===== src/rtl/cpu_controller_pkg.sv =====
// Shared definitions for the 8-bit RISC CPU controller: widths, opcode encodings
// and the names of the eight sequencer phases.
package cpu_controller_pkg;

  localparam int OPC_W   = 3;
  localparam int PHASE_W = 3;

  typedef enum logic [OPC_W-1:0] {
    OP_HLT = 3'd0,
    OP_SKZ = 3'd1,
    OP_ADD = 3'd2,
    OP_AND = 3'd3,
    OP_XOR = 3'd4,
    OP_LDA = 3'd5,
    OP_STO = 3'd6,
    OP_JMP = 3'd7
  } opcode_t;

  typedef enum logic [PHASE_W-1:0] {
    PH_INST_ADDR  = 3'd0,
    PH_INST_FETCH = 3'd1,
    PH_INST_LOAD  = 3'd2,
    PH_IDLE       = 3'd3,
    PH_OP_ADDR    = 3'd4,
    PH_OP_FETCH   = 3'd5,
    PH_ALU_OP     = 3'd6,
    PH_STORE      = 3'd7
  } phase_t;

endpackage


===== src/rtl/cpu_controller_phase_counter.sv =====
// Free-running 3-bit phase counter for the CPU sequencer; wraps 7 -> 0 and
// freezes on its current value while hold_i is high.
module cpu_controller_phase_counter
  import cpu_controller_pkg::*;
(
  input  logic               clock,
  input  logic               reset,
  input  logic               hold_i,
  output logic [PHASE_W-1:0] count_o
);

  logic [PHASE_W-1:0] count_q;
  logic [PHASE_W-1:0] count_d;

  always_comb begin
    count_d = count_q;
    if (!hold_i) begin
      count_d = count_q + 3'd1;
    end
  end

  always_ff @(posedge clock or posedge reset) begin
    if (reset) begin
      count_q <= '0;
    end else begin
      count_q <= count_d;
    end
  end

  assign count_o = count_q;

endmodule


===== src/rtl/cpu_controller.sv =====
// Central sequencer of the 8-bit RISC CPU: steps through eight phases per
// instruction and decodes every datapath strobe from phase, opcode and zero.
module cpu_controller
  import cpu_controller_pkg::*;
(
  input  logic               clock,
  input  logic               reset,
  input  logic [OPC_W-1:0]   opcode,
  input  logic               zero,
  output logic               sel,
  output logic               rd,
  output logic               ld_ir,
  output logic               inc_pc,
  output logic               ld_pc,
  output logic               ld_ac,
  output logic               wr,
  output logic               data_e,
  output logic               halt,
  output logic               halted,
  output logic [PHASE_W-1:0] phase
);

  logic [PHASE_W-1:0] phaseCount;
  logic               halted_q;
  logic               halted_d;
  logic               aluOp;
  logic               isHlt;
  logic               isSkz;
  logic               isSto;
  logic               isJmp;

  // Hold uses the next-state flag so the counter freezes on the very edge
  // that latches HLT, leaving phase parked at OP_ADDR.
  cpu_controller_phase_counter uPhaseCounter (
    .clock   (clock),
    .reset   (reset),
    .hold_i  (halted_d),
    .count_o (phaseCount)
  );

  always_comb begin
    isHlt = (opcode == OP_HLT);
    isSkz = (opcode == OP_SKZ);
    isSto = (opcode == OP_STO);
    isJmp = (opcode == OP_JMP);
    aluOp = (opcode == OP_ADD) || (opcode == OP_AND) ||
            (opcode == OP_XOR) || (opcode == OP_LDA);
    halted_d = halted_q || ((phaseCount == PH_OP_ADDR) && isHlt);
  end

  always_ff @(posedge clock or posedge reset) begin
    if (reset) begin
      halted_q <= 1'b0;
    end else begin
      halted_q <= halted_d;
    end
  end

  always_comb begin
    sel    = 1'b0;
    rd     = 1'b0;
    ld_ir  = 1'b0;
    inc_pc = 1'b0;
    ld_pc  = 1'b0;
    ld_ac  = 1'b0;
    wr     = 1'b0;
    data_e = 1'b0;
    halt   = 1'b0;
    if (halted_q) begin
      halt = 1'b1;
    end else begin
      case (phase_t'(phaseCount))
        PH_INST_ADDR: begin
          sel = 1'b1;
        end
        PH_INST_FETCH: begin
          sel = 1'b1;
          rd  = 1'b1;
        end
        PH_INST_LOAD, PH_IDLE: begin
          sel   = 1'b1;
          rd    = 1'b1;
          ld_ir = 1'b1;
        end
        PH_OP_ADDR: begin
          inc_pc = 1'b1;
          halt   = isHlt;
        end
        PH_OP_FETCH: begin
          rd = aluOp;
        end
        PH_ALU_OP: begin
          rd     = aluOp;
          inc_pc = isSkz && zero;
          ld_pc  = isJmp;
          data_e = isSto;
        end
        PH_STORE: begin
          rd     = aluOp;
          ld_ac  = aluOp;
          ld_pc  = isJmp;
          inc_pc = isJmp;
          data_e = isSto;
          wr     = isSto;
        end
        default: begin
          sel = 1'b0;
        end
      endcase
    end
  end

  assign halted = halted_q;
  assign phase  = phaseCount;

endmodule


===== config.mk =====
export PLATFORM = sky130hd
export DESIGN_NAME = cpu_controller
export DESIGN_NICKNAME = d
export VERILOG_FILES = /design/src/rtl/cpu_controller_pkg.sv /design/src/rtl/cpu_controller_phase_counter.sv /design/src/rtl/cpu_controller.sv
export SDC_FILE = /design/constraint.sdc
export NUM_CORES = 1
export LEC_CHECK = 0
export CAP_MARGIN = 20
export CELL_PAD_IN_SITES_DETAIL_PLACEMENT = 1
export CELL_PAD_IN_SITES_GLOBAL_PLACEMENT = 1
export CORE_AREA = 2 2 39 41
export CTS_BUF_LIST = sky130_fd_sc_hd__clkbuf_4 sky130_fd_sc_hd__clkbuf_8
export CTS_CLUSTER_DIAMETER = 30
export DETAILED_ROUTE_END_ITERATION = 12
export DIE_AREA = 0 0 41 43
export GPL_TIMING_DRIVEN = 1
export PLACE_DENSITY = 0.82
export SYNTH_ARGS = -nofsm -noshare
export SYNTH_HDL_FRONTEND = slang
export SYNTH_SLANG_ARGS = --single-unit
export TNS_END_PERCENT = 10

===== constraint.sdc =====
create_clock -name clock -period 3.5 [get_ports clock]
set_input_delay 0.35 -clock clock [delete_from_list [all_inputs] [get_ports clock]]
set_output_delay 0.35 -clock clock [all_outputs]
set_load 0.02 [all_outputs]

Word level (Yosys, flattened, before mapping) --
Index checks and enable logic that the tools add are counted. Widths: inputs -> output; s select.
Cells by class: add/sub/neg operators 1, eq/ne operators 14, mux-type cells 18, reductions and logical operators 13
Operators with widths (number):
- $eq 3x3->1 const B | 8
- $mux 1 | 16
- $eq 3x2->1 const B | 4
- $eq 3x1->1 const B | 2
- $logic_not 3->1 | 2
- $reduce_or 3->1 | 2
- $logic_or 1x1->1 | 4
- $reduce_or 2->1 | 2
- $reduce_or 4->1 | 1
- $add 3x1->3 const B | 1
- $pmux 1 s3 | 1
- $logic_and 1x1->1 | 2
- $pmux 1 s2 | 1
Storage, ports and cells: register bits 4, logic and storage cells 48

Logic depth before layout (Yosys ltp) --
Gate-level depths: netlist of the first run.
depth in word-level cells 6, gate-level depth with buffers 5, depth with buffers taken out 5

Hierarchy --
A second synthesis of the first run with hierarchy kept.
Second synthesis, totals: cell total of the unflattened synthesis 31, area, all modules 305.3 µm²
Modules (own cells, without submodules):
- cpu_controller | instances 1, cells an instance 22, area an instance 167.7 µm², sequential area each 25.0 µm²
- cpu_controller_phase_counter | instances 1, cells an instance 9, area an instance 137.6 µm², sequential area each 75.1 µm²

Worst setup path before layout of the first run --
Ideal clock, no wire load.
path kind register to output, from reg uPhaseCounter.count_q[1] (netlist: uPhaseCounter.count_o[1]), to out wr, arrival time 1.635 ns, data required time 3.150 ns, setup slack 1.515 ns, stages on the path, launching flop included 4, cell sequence dfrtp_1 -> ha_1 -> ha_1 -> nor4b_1
Between the ends: longest elaborated chain between the ends 3
RTL lines:
- from (decl) | line cpu_controller_phase_counter.sv:12 | logic [PHASE_W-1:0] count_q;
- from (signal assigned) | line cpu_controller_phase_counter.sv:26 | count_q <= count_d;
- $eq 3x3->1 | line cpu_controller.sv:72 | case (phase_t'(phaseCount))
- $mux 1 | line cpu_controller.sv:72
- $mux 1 | line cpu_controller.sv:69 | if (halted_q) begin
- to (decl) | line cpu_controller.sv:16 | output logic wr,
No other way between the ends.

Worst setup path in the final report of the first run --
from reg uPhaseCounter.count_q[1] (netlist: uPhaseCounter.count_o[1]), to out rd
Between the ends: longest elaborated chain between the ends 4, elaborated cells between the ends (all ways) 10
RTL lines:
- $eq 3x3->1 (tied with other cells) | line cpu_controller.sv:72
- $reduce_or 3->1 (no line)
- $pmux 1 s2 (*) | line cpu_controller.sv:72
- $mux 1 (*) | line cpu_controller.sv:69
- to (decl) | line cpu_controller.sv:11 | output logic rd,
Mark *: on every way between the ends. The rest lies on a longest branch, timed or not.

==> results.txt, run 1 <==
The clock buffer count from CTS came out at 3. The number of standard cells after synthesis came out at 43. The type of the tightest min-delay check is in -> async. Once detail routing completed, the nets flagged for antenna violations numbered 0.

The CTS tree is yes. The synthesized netlist net count is 55. The worst voltage drop across the vdd grid is 456 µV. The power per unit of standard cell area is 924 nW/µm².

The worst register-to-register path has a setup slack of 1.84 ns. The count of inserted antenna diode cells is 0. In the layout the commonest cells are 18 x sky130_fd_sc_hd__clkdlybuf4s50_1, 6 x sky130_fd_sc_hd__inv_1, 6 x sky130_fd_sc_hd__ha_1.

The worst reg2reg path startpoint is uPhaseCounter.count_o[1]. The number of buffers between clock root and the deepest sink came out at 2. The compound-cell area share of the yosys netlist came out at 13.8%.

The overall via count from detail_route came out at 393. The leakage power came out at 0.268 nW. Entering global routing, the biggest net connects 13 pins. The warning count from the yosys run is 0. Measured against its own limit, the worst slew margin works out to 75.4%. For the final database, setup skew stands at 0.00596 ns. The final weighted congestion in routability-driven placement is 0.681. The critical path required time came out at 3.15 ns. After synthesis, the largest family of logic cells by area is simple AND/OR/NAND/NOR gates. The cell area after technology mapping is 382 µm². The xor-xnor portion of the synthesized cell area came out at 4.59%. After synthesis, the share of flip-flops with an asynchronous set or reset is 100%. The number of H-tree branching levels is 1. The total of endpoints with negative setup slack in the final report is 0. The multiplexer area fraction after synthesis is 3.93%. The leading cell type in the layout, fill and taps excluded is sky130_fd_sc_hd__clkdlybuf4s50_1. STA classifies the critical path endpoint as a primary output. The combinational cell fraction of total power is 66.9%. The critical path class is reg -> out. After the first detailed-routing iteration, the DRC count stood at 1. The final critical path takes up 74.5% of the cycle. The flop and latch count out of synthesis is 4. The total area inside the core boundary comes to 1380 µm². In this run the post-CTS setup repair buffer count came out at 0. The starting density of the core came out at 27.6%. The first-pass detailed-route iteration total came out at 2. In this run the count of I/O pins placed on the die edge is 19. For this block, the routed nets add up to 991 µm of wire. The worst path meets setup with 0.894 ns of slack. In this run the biggest area consumer among cell types represents 26.2% of the synthesized area. The number of nets at the end of the flow is 77. The number of antenna violations at the first check in global routing came to 0. The utilization of the core after routing came out at 43.4%. At the pin with the least slew margin, the transition time is 0.369 ns.

Yosys mapped a number of flops with a built-in enable equal to 0. The placed instance area came out at 578 µm². The number of buffers added on ports is 18. In the final layout, the share of cells above drive strength 1 is 9.52%. The number of clock sinks seen by CTS is 4.

The sort of element at the start of the critical path is a register. The summed negative setup slack over all endpoints is 0 ns. The die width came out at 41 µm. In this run the clock root is driven by a sky130_fd_sc_hd__clkbuf_4. The clock network fraction of total power came out at 10.8%. The clock reaches the later pin of the worst-skew pair after 0.24 ns.

The number of cells on the worst reg-to-reg path is 5. The global-route wire length before repair is 1.69 mm. The via count of the first global-routing pass is 401. After detailed routing, the number of vias per cell comes to 4.97. The prevailing post-synth register cell is sky130_fd_sc_hd__dfrtp_1.

The data arrival time of the critical path came out at 2.26 ns. The area share of and/or/nand/nor cells after synthesis is 24.9%. Of the total power, registers draw 22.3%. The switching share of power came out at 47.0%. In the global route stage, overall resource usage came out at 14.4%. The number of DRC violations after detailed routing is 0. Dividing the synthesized area by the synthesized cell count gives 8.87 µm². The layout-stage area growth over the synthesis result is 57.4%. In this run the core area contains 14 standard-cell rows. Of the total synthesized cell area, the portion taken by full adders, half adders and majority gates is 19.7%. The detailed placement HPWL came out at 754 µm. The count of distinct cell types in the synthesized netlist is 21. The flow ran to the end, and the final reports show no timing, DRC or antenna violations. The fraction of the yosys area taken by sequential cells is 26.2%. The reg-to-reg critical path endpoint is uPhaseCounter.count_o[1]. The post-detailed-route wirelength per cell is 12.5 µm.

The final critical path time including I/O delays and setup is 2.61 ns. The net switching power came out at 0.261 mW. The minimum setup slack after placement came out at 1.10 ns. The die covers 1760 µm².

The number of gates resized after CTS is 0. After global routing the overflow that remains totals 0. The y dimension of the die is 43 µm. The cell-internal power is 0.294 mW. Clock-pin slew was measured on the worst setup and hold paths at 0.04 ns. Setup repair after global routing left no endpoint under its margin. The count of final hold-check violations was 0. After synthesis, the cell types taking the most area are sky130_fd_sc_hd__dfrtp_1 26%, sky130_fd_sc_hd__ha_1 20%, sky130_fd_sc_hd__inv_1 5.9%. The total of hold buffers inserted after clock tree synthesis came out at 0. The total power after layout is 0.555 mW.

Of all nets on the critical path, the largest fanout is 7. The count of maximum capacitance violations came out at 0. The count of final max-slew check failures was 0. The fmax came out at 384 MHz. After routing the design area is 601 µm². Summed over all instances, the cell type with the most area after synthesis is sky130_fd_sc_hd__dfrtp_1.
critical path, stage by stage (launching register included):
cell,delay [ns]
sky130_fd_sc_hd__dfrtp_1,0.45
sky130_fd_sc_hd__ha_1,0.24
sky130_fd_sc_hd__ha_1,0.20
sky130_fd_sc_hd__or3_1,0.34
sky130_fd_sc_hd__o311ai_0,0.10
sky130_fd_sc_hd__o21ai_0,0.13
sky130_fd_sc_hd__clkdlybuf4s50_1,0.55
logic make-up (layout without fill, tap and decap cells):
logic type / after synthesis / count (layout)
AOI/OAI and AO/OA: 8 / 8
xor gates and xnor gates: 2 / 2
adders and majority gates: 6 / 6
buffers and inverters: 7 / 27
DFF: 4 / 4
muxes: 1 / 1
and+or+nand+nor: 15 / 15
power by group through the flow:
stage / sequential, mW / clock [mW] / combinational [mW]
4_1_cts: 0.125 / 0.0638 / 0.378
5_1_grt: 0.132 / 0.0636 / 0.410
6_report: 0.124 / 0.0601 / 0.371
3_3_place_gp: 0.127 / 0 / 0.366
3_5_place_dp: 0.125 / 0 / 0.374
2_1_floorplan: 0.132 / 0 / 0.202
synth_stat cells (2+ instances only):
cell and n:
sky130_fd_sc_hd__a21oi_1 2, sky130_fd_sc_hd__dfrtp_1 4, sky130_fd_sc_hd__ha_1 6, sky130_fd_sc_hd__inv_1 6
sky130_fd_sc_hd__nand2_1 4, sky130_fd_sc_hd__nor2_1 2, sky130_fd_sc_hd__nor4b_1 2, sky130_fd_sc_hd__o21ai_0 3
sky130_fd_sc_hd__or3_1 2
final cells by class:
class                      count  area (µm²)
multi-input combinational     32         255
fill                         172         783
sequential                     4         100
inverter                       6        22.5
clock buffer                   3        22.5
tap                           16        20.0
timing repair buffer          18         180
routing by layer:
| metal | share of wire [%] | up-vias | track usage (%) | routed length, µm |
|---|---|---|---|---|
| met1 | 41 | 183 | 18.1 | 407 |
| met3 | 7.0 | 3 | 3.14 | 69 |
| met2 | 49 | 15 | 20.6 | 483 |
| met4 | 3.1 | 0 | 10.0 | 31 |
| met5 | 0 | - | 0 | 0 |
| li1 | - | 192 | - | - |
worst max-delay path by stage:
stage	startpoint	end	slack, ns	depth (start not counted)
floorplan	uPhaseCounter.count_o[1]	wr	1.51	3
global placement	opcode[2]	halt	1.10	5
detailed placement	opcode[2]	halt	1.10	5
CTS	uPhaseCounter.count_o[1]	rd	0.86	6
global route	uPhaseCounter.count_o[1]	rd	0.69	6
finish	uPhaseCounter.count_o[1]	rd	0.89	6
flip-flops by register name, indices dropped and copies added, names as in the netlist:
signal and flops:
halted 1, uPhaseCounter.count_o 3
through the flow:
step | hold WS [ns] | cells
global route | 0.327 | 79
global placement | 0.542 | 76
floorplan | 0.116 | 43
CTS | 0.304 | 79
finish | 0.299 | 79
detailed placement | 0.554 | 76
No activity file was read; power rests on OpenSTA's default activity.
==> run 2: changes to the inputs <==
Settings changed: CORE_AREA 2 2 39 41 to default, CORE_MARGIN from default to 2, CORE_UTILIZATION from default to 28, DIE_AREA 0 0 41 43 to default, PLACE_DENSITY 0.82 to 0.81.
Clock period 3.5 ns to 2.5 ns, I/O delays scaled along.
==> run 2 against run 1 <==
Against the previous run: wire length decreased by 0.61%; setup slack got worse by 0.71 ns; sequential power increased by 29%; global-route usage increased by 0.27 points; die area decreased by 5.0%; register-to-register slack got worse by 0.87 ns; via count decreased by 2.5%; cell count unchanged; final area increased by 2.5%; sequential share of layout area decreased by 0.20 points; clock skew increased by 0.0011 ns; critical endpoint is now sel.
==> results.txt, run 2 (synthesis gave the netlist of run 1 again) <==
The fmax came out at 432 MHz. The worst hold slack after final layout is 0.194 ns. The count of maximum capacitance violations came out at 0.

The count of buffers added on input and output ports is 18. The detailed placement HPWL came out at 829 µm. The logic depth of the worst path, buffers included came out at 6. The library cells used most frequently in the layout, excluding fill and tap cells, are 17 x sky130_fd_sc_hd__clkdlybuf4s50_1, 6 x sky130_fd_sc_hd__inv_1, 6 x sky130_fd_sc_hd__ha_1. The die width is 40.9 µm. The met1 usage is 17.2%.

The leakage power is 0.279 nW. The clock drives 4 sinks. The sort of element at the start of the critical path is a register. The kind of capture point of the worst setup path is a primary output.

met2 is the most crowded layer. The number of nets at the end of the flow is 78. The ratio of cells with drive above 1 in the final layout came out at 12.5%.

Along the worst path, the maximum fanout reaches 4. The critical path goes through inv_1 > ha_1 > or3_1 > a21oi_1 > nor2_1 > clkdlybuf4s50_1. The number of antenna violations at the first check in global routing is 0. 0 antenna diodes ended up in the layout. The count of boundary I/O pins came out at 19. The data arrival time of the critical path is 2.06 ns. Clock tree synthesis inserted a total of 3 buffers. The tree is rooted in a sky130_fd_sc_hd__clkbuf_4. The flow ran to the end, and the final reports show no timing, DRC or antenna violations. The first TritonRoute pass finished after 2 iterations. The met2 capacity usage during global routing is 25.8%. Compared with the post-synthesis result, the final layout area differs by 61.3%. The post-detailed-route wirelength per cell is 12.5 µm. The register with the most flip-flops in the layout has 3 of them. The via count of the first global-routing pass came out at 379.

The worst relative slew slack came out at 75.2%. The final weighted congestion in routability-driven placement came out at 0.735. The type of the tightest min-delay check is in -> async. On the final layout, the worst clock skew is 0.00710 ns. For this block, the via count after detailed routing is 383. The total buffers and inverters traversed by the critical path is 2.

The remaining antenna violation count came out at 0. The worst voltage drop across the vdd grid is 629 µV. From bottom edge to top edge, the die measures 40.9 µm. TritonCTS built the clock tree.

The count of final hold-check violations was 0. The kind of cell adding the most delay to the critical path is buffers and inverters. For this configuration, the core starts out at a cell density of 29.7%.

The die covers 1670 µm². The slowest stage of the critical path belongs to the cell sky130_fd_sc_hd__clkdlybuf4s50_1. The core area came out at 1280 µm². The number of buffers between clock root and the deepest sink is 2. For the worst flop-to-flop path, the logic depth is 5. The total of endpoints with negative setup slack in the final report came out at 0. Adding up every negative setup slack in the final design gives 0 ns. The critical path required time came out at 2.25 ns. The power per unit of standard cell area is 1260 nW/µm².

The post-layout instance count excluding filler cells came out at 79. Buffers added to address setup during post-CTS repair amount to 0. The number of placement rows is 13. The per-cell via count in the routed design is 4.85. The clock transition at the registers of the reported paths came out at 0.04 ns. The met3 track utilization from global routing is 3.26%. After layout, the worst path uses 92.5% of the clock period. The number of H-tree branching levels came out at 1. After detailed routing, the number of remaining DRC violations is 0. The largest net degree at the start of global routing is 13. The sum of overflow across all layers after global routing is 0. The violation count after the first detailed-routing iteration is 1.

The count of final max-slew check failures was 0. The number of cells in the design after placement is 76. The global-route wire length before repair came out at 1.58 mm. The largest single stage delay on the critical path is 0.54 ns. Leaving out fill and tap cells, the most frequent cell in the layout is sky130_fd_sc_hd__clkdlybuf4s50_1. The critical path is of the reg -> out type. The clock latency of the later-clocked register in the worst-skew pair came out at 0.23 ns. The routed design could run at a clock period as short as 2.31 ns. The transition time of the tightest slew-check pin is 0.372 ns. After detailed routing, the total wire length is 985 µm. The total of hold buffers inserted after clock tree synthesis is 0.

Setup repair after global routing left no endpoint under its margin. The global-route usage over all layers is 14.7%.
-- run 2: worst reg2reg max path, cell delays in order, from the launching register on --
cell and delay [ns]:
sky130_fd_sc_hd__dfrtp_1 0.40, sky130_fd_sc_hd__inv_1 0.11, sky130_fd_sc_hd__ha_1 0.24, sky130_fd_sc_hd__nor4b_4 0.14, sky130_fd_sc_hd__a21oi_2 0.22, sky130_fd_sc_hd__mux2_4 0.32
-- run 2: repair_timing --
action | 4_1_cts | 5_1_grt
gates resized for setup | 1 | 2
pin swaps | 0 | 0
endpoints found under the setup margin | 1 | 2
-- run 2: metal layers --
layer,vias up,wire length (µm),part of all wire (%)
met5,-,0,0
met4,0,0,0
met3,0,46,4.7
met2,11,532,54
met1,178,406,41
li1,194,-,-
-- run 2: power breakdown --
group / switching (mW) / internal (mW) / total [mW]
Combinational: 0.275 / 0.261 / 0.536
Clock: 0.0241 / 0.0535 / 0.0776
Sequential: 0.0580 / 0.102 / 0.160
-- run 2: worst paths after layout --
check                                    startpoint                       end  slack (ns)
setup / recovery           uPhaseCounter.count_o[0]                       sel        0.19
hold / removal                                reset  uPhaseCounter.count_o[2]        0.19
setup reg to reg           uPhaseCounter.count_o[0]  uPhaseCounter.count_o[1]        0.97
hold reg to reg            uPhaseCounter.count_o[1]  uPhaseCounter.count_o[1]        0.60
max in group asynchronous                     reset  uPhaseCounter.count_o[1]        2.15
min in group clock         uPhaseCounter.count_o[1]  uPhaseCounter.count_o[1]        0.60
-- run 2: final cells by class --
class                           instances  area, µm²
Clock buffer                            3       22.5
Fill cell                             158        669
Inverter                                6       22.5
Multi-Input combinational cell         32        264
Sequential cell                         4        101
Tap cell                               15       18.8
Timing Repair Buffer                   19        186
-- run 2: per-stage QoR --
stage	setup WS (ns)	power, mW	cell area [µm²]	utilization, %
after global placement	0.271	0.697	584	45.5
after floorplan	0.615	0.467	382	-
after detailed placement	0.212	0.706	584	45.5
final	0.187	0.774	616	47.9
after global routing	0.0410	0.849	616	47.9
after CTS	0.111	0.781	606	47.1
==> run 3: changes to the inputs <==
Settings changed: CORE_AREA from default to 2 2 39 41, CORE_MARGIN 2 to default, CORE_UTILIZATION 28 to default, DIE_AREA from default to 0 0 41 43, PLACE_DENSITY 0.81 to 0.82, REMOVE_ABC_BUFFERS from default to 1.
Clock period 2.5 ns to 2.79 ns, I/O delays scaled along.
==> run 3 against run 2 <==
Against the previous run: global-route usage increased by 0.15 points; die area rose by 5.3%; cell count unchanged; clock power down 1%; sequential power about the same; wire length is 6.5% higher; largest power group unchanged; clock skew decreased by 0.0035 ns.
==> results.txt, run 3 (synthesis gave the netlist of run 1 again) <==
The via count of the first global-routing pass was 387. The transition time of the tightest slew-check pin is 0.367 ns. The power per unit of standard cell area is 1160 nW/µm². The number of nets at the end of the flow is 77. The critical path class is reg -> out. The count of final max-slew check failures is 0. After clock tree synthesis, the clock-pin slew on the worst setup and hold paths is 0.04 ns.

In this run the critical register-to-register path is launched from uPhaseCounter.count_o[1]. The share of the clock period used by the worst path came out at 91.2%. Detailed placement ended at an HPWL of 811 µm. The leakage power is 0.268 nW. The register with the most flip-flops in the layout has 3 of them. The starting density of the core came out at 27.6%. The clock latency of the later-clocked register in the worst-skew pair came out at 0.24 ns. The count of inserted antenna diode cells is 0. The total of hold buffers inserted after clock tree synthesis came out at 0. The overall via count from detail_route is 392. The type of the tightest min-delay check is in -> async. The die is 41 µm wide. Global routing used 14.8% of the available tracks across all layers.

The setup slack of the worst register-to-register path is 1.14 ns. The final critical path time including I/O delays and setup came out at 2.54 ns. The summed negative setup slack over all endpoints came out at 0 ns.

The critical path required time came out at 2.51 ns. The count of final hold-check violations came to 0. The worst-path maximum fanout is 7.

The violation count after the first detailed-routing iteration is 0. After detailed routing, the average wire length per cell comes to 13.3 µm. The slack of the critical path is 0.245 ns. TritonCTS built the clock tree.

The data arrival time of the critical path came out at 2.27 ns. The worst clock skew is 0.00361 ns. The number of cells on the worst reg-to-reg path came out at 5. The worst pin sits at a relative slew slack of 75.5%. The core area came out at 1380 µm². The y dimension of the die came out at 43 µm. The library cells used most frequently in the layout, excluding fill and tap cells, are 18 x sky130_fd_sc_hd__clkdlybuf4s50_1, 6 x sky130_fd_sc_hd__inv_1, 6 x sky130_fd_sc_hd__ha_1.

During placement, the flow inserted port buffers numbering 18. The number of buffers between clock root and the deepest sink is 2. 19 I/O pins were placed.

The number of antenna violations at the first check in global routing came out at 0. The per-cell via count in the routed design came out at 4.96. The total of endpoints with negative setup slack in the final report is 0.

The root buffer cell chosen for the clock tree is sky130_fd_sc_hd__clkbuf_4. The reg-to-reg critical path endpoint is uPhaseCounter.count_o[1]. The count of filler cells inserted in the layout came out at 171. The first global-routing pass estimated 1.68 mm of wire. The number of DRC violations after detailed routing came out at 0. At the end of the flow the core is filled with cells to 43.4%. The count of maximum capacitance violations came out at 0.

The ratio of cells with drive above 1 in the final layout came out at 9.52%. The total power after layout came out at 0.697 mW. The minimum setup slack after placement is 0.479 ns. The fmax came out at 393 MHz.

The sort of element at the start of the critical path is a register. The worst voltage drop across the vdd grid came out at 607 µV. The number of placement rows is 14. The post-CTS setup repair buffer count is 0. The sum of overflow across all layers after global routing is 0. The library cell used most frequently in the layout, excluding fill and tap cells, is sky130_fd_sc_hd__clkdlybuf4s50_1. From synthesis to final layout, the design area changed by 57.4%. The flow ran to the end, and the final reports show no timing, DRC or antenna violations. The number of gates resized after CTS is 0.

For this run, the detailed router's first-pass iteration total came to 1. The wire length reported by the detailed router is 1.05 mm. The die covers 1760 µm². In this run the remaining antenna-violating nets after routing total 0. Routability-driven placement finished with a final weighted congestion of 0.680. The number of H-tree branching levels came out at 1.

The largest net degree at the start of global routing came out at 13. Setup repair after global routing left no endpoint under its margin. The clock buffer count from CTS is 3. CTS saw 4 sinks. STA classifies the critical path endpoint as a primary output.
[run 3: worst max-delay path, stage by stage (launching register included)]
cell and delay (ns):
sky130_fd_sc_hd__dfrtp_1 0.44, sky130_fd_sc_hd__ha_1 0.23, sky130_fd_sc_hd__ha_1 0.21, sky130_fd_sc_hd__or3_1 0.36
sky130_fd_sc_hd__o311ai_0 0.10, sky130_fd_sc_hd__o21ai_0 0.13, sky130_fd_sc_hd__clkdlybuf4s50_1 0.55
[run 3: final cells by class]
| cell class | instances | area, µm² | area share, % |
|---|---|---|---|
| repair buffers | 18 | 180 | 30.0 |
| clock buffers | 3 | 22.5 | 3.75 |
| well taps | 16 | 20.0 | 3.33 |
| inverters | 6 | 22.5 | 3.75 |
| multi-input cells | 32 | 255 | 42.5 |
| flip-flops and latches | 4 | 100 | 16.7 |
[run 3: worst max path at each step]
stage,to,slack [ns],startpoint
final,rd,0.25,uPhaseCounter.count_o[1]
after global placement,halt,0.52,opcode[2]
after global routing,rd,0.15,uPhaseCounter.count_o[1]
after detailed placement,halt,0.48,opcode[2]
after floorplan,wr,0.88,uPhaseCounter.count_o[1]
after CTS,rd,0.21,uPhaseCounter.count_o[1]
[run 3: through the flow]
stage | hold WS (ns) | cell area [µm²] | instances
final | 0.212 | 601 | 79
after global routing | 0.239 | 601 | 79
after CTS | 0.209 | 601 | 79
after detailed placement | 0.475 | 578 | 76
after global placement | 0.469 | 578 | 76
after floorplan | 0.0451 | 378 | 42
[run 3: per-layer routing]
metal | vias up | global-route usage (%) | share of wire (%)
met1 | 186 | 15.6 | 40
met3 | 3 | 3.14 | 2.6
met2 | 13 | 23.4 | 55
met4 | 0 | 12.0 | 2.9
li1 | 190 | - | -
met5 | - | 0 | 0
[run 3: report_power, final]
part           total, mW  switching, mW  internal (mW)
Clock             0.0767         0.0283         0.0484
Sequential         0.157         0.0668         0.0900
Combinational      0.463          0.234          0.230
